File: src/rtl/bin2bcd_seq_if.sv
// Start/busy/done handshake and result bus for bin2bcd_seq.
// Define BIN2BCD_LZB_EN to add the per-digit leading-zero blank flags.
interface bin2bcd_seq_if #(
   parameter int WIDTH  = 8,
   parameter int DIGITS = 3
);
   logic                  start;
   logic [WIDTH-1:0]      bin;
   logic                  busy;
   logic                  done;
   logic [4*DIGITS-1:0]   bcd;
`ifdef BIN2BCD_LZB_EN
   logic [DIGITS-1:0]     blank;
`endif

   modport master (
      output start,
      output bin,
      input  busy,
      input  done,
`ifdef BIN2BCD_LZB_EN
      input  blank,
`endif
      input  bcd
   );

   modport slave (
      input  start,
      input  bin,
      output busy,
      output done,
`ifdef BIN2BCD_LZB_EN
      output blank,
`endif
      output bcd
   );
endinterface

File: src/rtl/bin2bcd_seq.sv
// Sequential double-dabble binary-to-BCD converter, one input bit per clock.
// Define BIN2BCD_LZB_EN to register leading-zero blank flags alongside bcd.
//
// state   | meaning
// S_IDLE  | waiting for start
// S_SHIFT | add-3 then shift, WIDTH iterations
// S_DONE  | result cycle: done=1, bcd updated, may accept a new start
module bin2bcd_seq #(
   parameter int WIDTH  = 8,
   parameter int DIGITS = 3
) (
   input  logic          clk,
   input  logic          rst,
   bin2bcd_seq_if.slave  bus
);
   localparam int BW = 4 * DIGITS;
   localparam int CW = $clog2(WIDTH + 1);

   function automatic bit digits_ok();
      longint p;
      p = 1;
      for (int k = 0; k < DIGITS; k++) p = p * 10;
      return p > ((longint'(1) << WIDTH) - 1);
   endfunction

   generate
      if (!digits_ok()) begin : g_bad_digits
         $fatal(1, "bin2bcd_seq: DIGITS too small to hold 2^WIDTH-1");
      end
   endgenerate

   typedef enum logic [1:0] {S_IDLE, S_SHIFT, S_DONE} state_t;

   state_t            r_state;
   logic [WIDTH-1:0]  r_shift;
   logic [BW-1:0]     r_acc;
   logic [CW-1:0]     r_cnt;
   logic              r_busy;
   logic              r_done;
   logic [BW-1:0]     r_bcd;

   logic [BW-1:0]     w_adj;
   logic [BW-1:0]     w_acc_nxt;

   always_comb begin
      w_adj = '0;
      for (int i = 0; i < DIGITS; i++) begin
         w_adj[4*i +: 4] = (r_acc[4*i +: 4] >= 4'd5) ? r_acc[4*i +: 4] + 4'd3
                                                      : r_acc[4*i +: 4];
      end
   end

   assign w_acc_nxt = {w_adj[BW-2:0], r_shift[WIDTH-1]};

`ifdef BIN2BCD_LZB_EN
   localparam logic [DIGITS-1:0] BLANK_RST = {{(DIGITS-1){1'b1}}, 1'b0};
   logic [DIGITS-1:0] r_blank;
   logic [DIGITS-1:0] w_blank_nxt;

   // A digit blanks only if it and every digit above it is zero.
   always_comb begin
      logic v_zero;
      v_zero      = 1'b1;
      w_blank_nxt = '0;
      for (int i = DIGITS - 1; i >= 1; i--) begin
         v_zero         = v_zero & (w_acc_nxt[4*i +: 4] == 4'd0);
         w_blank_nxt[i] = v_zero;
      end
   end

   always_ff @(posedge clk) begin
      if (rst)
         r_blank <= BLANK_RST;
      else if (r_state == S_SHIFT && r_cnt == CW'(1))
         r_blank <= w_blank_nxt;
   end

   assign bus.blank = r_blank;
`endif

   always_ff @(posedge clk) begin
      if (rst) begin
         r_state <= S_IDLE;
         r_shift <= '0;
         r_acc   <= '0;
         r_cnt   <= '0;
         r_busy  <= 1'b0;
         r_done  <= 1'b0;
         r_bcd   <= '0;
      end else begin
         case (r_state)
            S_IDLE, S_DONE: begin
               r_done <= 1'b0;
               if (bus.start) begin
                  r_shift <= bus.bin;
                  r_acc   <= '0;
                  r_cnt   <= CW'(WIDTH);
                  r_busy  <= 1'b1;
                  r_state <= S_SHIFT;
               end else begin
                  r_state <= S_IDLE;
               end
            end
            S_SHIFT: begin
               r_acc   <= w_acc_nxt;
               r_shift <= r_shift << 1;
               r_cnt   <= r_cnt - CW'(1);
               // Final iteration publishes the result directly so done and bcd align.
               if (r_cnt == CW'(1)) begin
                  r_bcd   <= w_acc_nxt;
                  r_busy  <= 1'b0;
                  r_done  <= 1'b1;
                  r_state <= S_DONE;
               end
            end
            default: begin
               r_busy  <= 1'b0;
               r_done  <= 1'b0;
               r_state <= S_IDLE;
            end
         endcase
      end
   end

   assign bus.busy = r_busy;
   assign bus.done = r_done;
   assign bus.bcd  = r_bcd;
endmodule

File: src/flat_wrapper.sv
// flat-port wrapper written by rule: the top's interface ports become plain ports
module bin2bcd_seq_flat 
#(
   parameter int WIDTH  = 8,
   parameter int DIGITS = 3
)
  (clk, rst, bus_start, bus_bin, bus_busy, bus_done, bus_bcd);
  bin2bcd_seq_if #(.WIDTH(WIDTH), .DIGITS(DIGITS)) bus_i ();
  input  logic clk;
  input  logic rst;
  input wire logic [$bits(bus_i.start)-1:0] bus_start;
  input wire logic [$bits(bus_i.bin)-1:0] bus_bin;
  output wire logic [$bits(bus_i.busy)-1:0] bus_busy;
  output wire logic [$bits(bus_i.done)-1:0] bus_done;
  output wire logic [$bits(bus_i.bcd)-1:0] bus_bcd;
  assign bus_i.start = bus_start;
  assign bus_i.bin = bus_bin;
  assign bus_busy = bus_i.busy;
  assign bus_done = bus_i.done;
  assign bus_bcd = bus_i.bcd;
  bin2bcd_seq #(.WIDTH(WIDTH), .DIGITS(DIGITS)) u_core (.clk(clk), .rst(rst), .bus(bus_i));
endmodule
File: config.mk
export PLATFORM = sky130hd
export DESIGN_NAME = bin2bcd_seq_flat
export DESIGN_NICKNAME = d
export VERILOG_FILES = /design/src/rtl/bin2bcd_seq_if.sv /design/src/rtl/bin2bcd_seq.sv /design/src/flat_wrapper.sv
export SDC_FILE = /design/constraint.sdc
export NUM_CORES = 1
export LEC_CHECK = 0
export CAP_MARGIN = 20
export CORE_ASPECT_RATIO = 1.75
export CORE_MARGIN = 2
export CORE_UTILIZATION = 55
export CTS_BUF_LIST = sky130_fd_sc_hd__clkbuf_4 sky130_fd_sc_hd__clkbuf_8
export CTS_CLUSTER_DIAMETER = 30
export CTS_CLUSTER_SIZE = 24
export DETAILED_ROUTE_END_ITERATION = 8
export PLACE_DENSITY_LB_ADDON = 0.05
export SKIP_LAST_GASP = 1
export SLEW_MARGIN = 30
export SYNTH_ARGS = -nofsm -noshare
export SYNTH_HDL_FRONTEND = slang
export SYNTH_SLANG_ARGS = --single-unit
File: constraint.sdc
create_clock -name clk -period 1.95 [get_ports clk]
set_clock_uncertainty 0.05 [all_clocks]
set_input_delay 0.39 -clock clk [delete_from_list [all_inputs] [get_ports clk]]
set_output_delay 0.39 -clock clk [all_outputs]
set_load 0.1 [all_outputs]
==> results of run 1 <==
layout make-up:
class | count | share of cell area
clock buffer | 8 | 0.0451
inverter | 10 | 0.0174
multi-input combinational | 129 | 0.389
sequential | 40 | 0.370
tap | 42 | 0.0243
timing repair buffer | 31 | 0.154
critical path, stage by stage (launching register included):
cell and delay (ns):
dfxtp_1 0.32, inv_1 0.10, ha_1 0.17, or3b_4 0.41
nor2_4 0.25, nand2_1 0.19, inv_1 0.15, a21o_1 0.12
per-layer routing:
metal  share of wire  vias to the layer above  GRT usage
li1                -                      734          -
met4           0.014                        0     0.0886
met1            0.37                      726      0.240
met3           0.049                        9     0.0575
met2            0.57                       40      0.453
met5               0                        -          0
state kept, by name (all words and copies together), names as in the netlist:
register and flops:
u_core.bus.bcd 12, u_core.r_acc 12, u_core.r_shift 8, u_core.r_cnt 4, u_core.r_state 2, u_core.bus.busy 1
u_core.bus.done 1
cells in the mapped netlist, drive strengths merged (2+ instances only):
library cell,number,area (sq um)
clkbuf,5,18.8
buf,4,26.3
inv,10,37.5
mux2i,2,20.0
nor2,19,78.8
dfxtp,40,801
nand4,3,18.8
nor3,13,65.1
a211oi,6,45.0
a21o,4,30.0
nand2b,5,31.3
nand2,12,45.0
and3,2,12.5
nor3b,6,45.0
ha,8,100
xnor2,3,26.3
o32ai,4,35.0
a32o,3,30.0
o21ai,5,25.0
o22ai,11,68.8
a22o,3,26.3
o2bb2ai,3,26.3
a21oi,8,40.0
through the flow:
step	power, mW	instance area (sq um)	util
2_1_floorplan	1.06	1720	-
3_3_place_gp	1.14	2060	0.697
3_5_place_dp	1.15	2060	0.697
4_1_cts	1.73	2160	0.730
5_1_grt	1.78	2160	0.730
6_report	1.72	2160	0.730
worst paths after layout:
kind                            end  slack (ns)               from  cells after the start
setup / recovery  u_core.bus.bcd[6]        0.13    u_core.r_cnt[1]                      7
hold / removal    u_core.bus.bcd[0]        0.42  u_core.bus.bcd[0]                      2
setup reg to reg  u_core.bus.bcd[6]        0.13    u_core.r_cnt[1]                      7
hold reg to reg   u_core.bus.bcd[0]        0.42  u_core.bus.bcd[0]                      2
logic make-up (layout without fill, tap and decap cells):
logic type	after synthesis	in the layout	share of synthesized area
xor gates and xnor gates	4	4	0.0203
adders and majority gates	8	8	0.0581
DFF	40	40	0.464
and+or+nand+nor	66	66	0.197
buffers and inverters	19	49	0.0479
muxes	3	3	0.0181
AOI/OAI and AO/OA	48	48	0.194
placed cells by master, fill, tap and decap left out, types with 8 or more instances in the layout:
cell type,synthesis,layout
nor3_1,13,13
nand2_1,12,12
nor2_1,18,18
ha_1,8,8
inv_1,10,10
buf_4,0,15
clkdlybuf4s50_1,0,10
dfxtp_1,40,40
a21oi_1,8,8
o22ai_1,11,11
power breakdown:
group / switching (mW) / internal [mW]
Clock: 0.271 / 0.316
Combinational: 0.154 / 0.0979
Sequential: 0.0275 / 0.852
Total: 0.452 / 1.27
==> results by group, run 1 <==
Finish
  • Diodes inserted: 0
  • Share of layout cells above drive strength 1: 0.147
  • Fillcell total: 235
  • Layout Cells excl Fill: 260
  • Storage cell area: 801 sq um
  • Layout overhead on the synthesized area: 25.4%
  • Multi-input gate area: 841 sq um
  • Final #Nets: 236

STA
  • Final-report hold violation count: 0
  • Rel. slew slack: 0.704
  • Setup TNS: 0 ns
  • Slew @ Worst Pin: 0.442 ns
  • Setup WS post-layout: 0.132 ns
  • RSZ-0062 raised after global routing: no
  • Min Hold Slack: 0.416 ns
  • F_max: 550 MHz
  • Final min period: 1.82 ns
  • Setup violations, final: 0
  • Pins Over Slew Limit: 0
  • Final worst-path cycle share: 0.932

Power and ir drop
  • Pleak: 0.848 nW
  • Worst VDD drop: 0.585 mV
  • Pwr/cell area: 795 mW/mm^2

CTS
  • Clk Latency, worst-skew pair: 0.29 ns
  • Clock slew at reported path FFs: 0.07 ns
  • CTS H-Tree Depth: 2
  • Postcts setup bufs: 0
  • CTS tree: yes
  • CTS resizes: 0
  • Clock tree buffer depth: 2
  • Num CTS Buffers: 5
  • Root buffer cell: clkbuf_8
  • CTS sink cnt: 40
  • Hold_buf cts: 0

Setup path
  • CP Capture Type: register
  • Worst Path Required: 2.14 ns
  • Crit-path max FO: 10
  • Critical path type: reg2reg
  • Crit path DAT: 2.00 ns
  • Crit start category: register

Detailed routing
  • Antenna viol nets, final: 0
  • Drc violations: 0
  • Vias: 1509
  • Iter 0 DRT Violations: 21
  • DR WL/cell: 15.5 microns
  • DRT Pass-1 Iters: 4
  • Drt via density: 5.80
  • Routed WL: 4020 microns

Die
  • Core ar.: 0.00296 sq mm
  • Initial Util: 0.582
  • Die Y: 78.1 microns
  • Ports: 25
  • Die area: 0.00362 sq mm
  • Row count: 26
  • Chip Width: 46.3 microns

Placed design
  • I/O Buffers: 24
  • Dpl hpwl: 2990 microns
  • Inst Count DP: 252
  • Gpl congestion: 0.839
  • Pre-CTS WS: 0.0913 ns

Synthesis
  • Post-Syn Nets: 207
  • Post-Synthesis Cells: 188
  • Synthesized area per cell: 9.17 sq um
  • Netlist Area Pre-Place: 0.00172 sq mm
  • Synth warn: 0
  • Asr flop ratio synth: 0
  • Distinct cells, synth: 34
  • Main synth FF type: dfxtp_1
  • Synthesized flop and latch total: 40
  • Number of flops mapped to enable cells by yosys: 0
  • Post-synthesis sequential area ratio: 0.464

Run status
  • Status: finished, final reports clean

Run
  • Max-capacitance violation count: 0

Global route
  • Largest net degree at the start of global routing: 26
  • GR Overflow Total: 0
  • First-pass GRT wire length: 6510 microns
  • Total global-route track usage: 0.244
  • Antenna violations before repair: 0
  • Vias in the first global route: 1509

Hold path
  • HP Class: reg2reg
No activity file was read; power rests on OpenSTA's default activity.
==> inputs of run 2 (changes only) <==
--- a/config.mk
+++ b/config.mk
@@ -19,3 +19,4 @@
 export SYNTH_ARGS = -nofsm -noshare
 export SYNTH_HDL_FRONTEND = slang
 export SYNTH_SLANG_ARGS = --single-unit
+export TNS_END_PERCENT = 100
==> results of run 2 <==
Same layout as run 1: the final DEF is identical, and so are final timing and power.
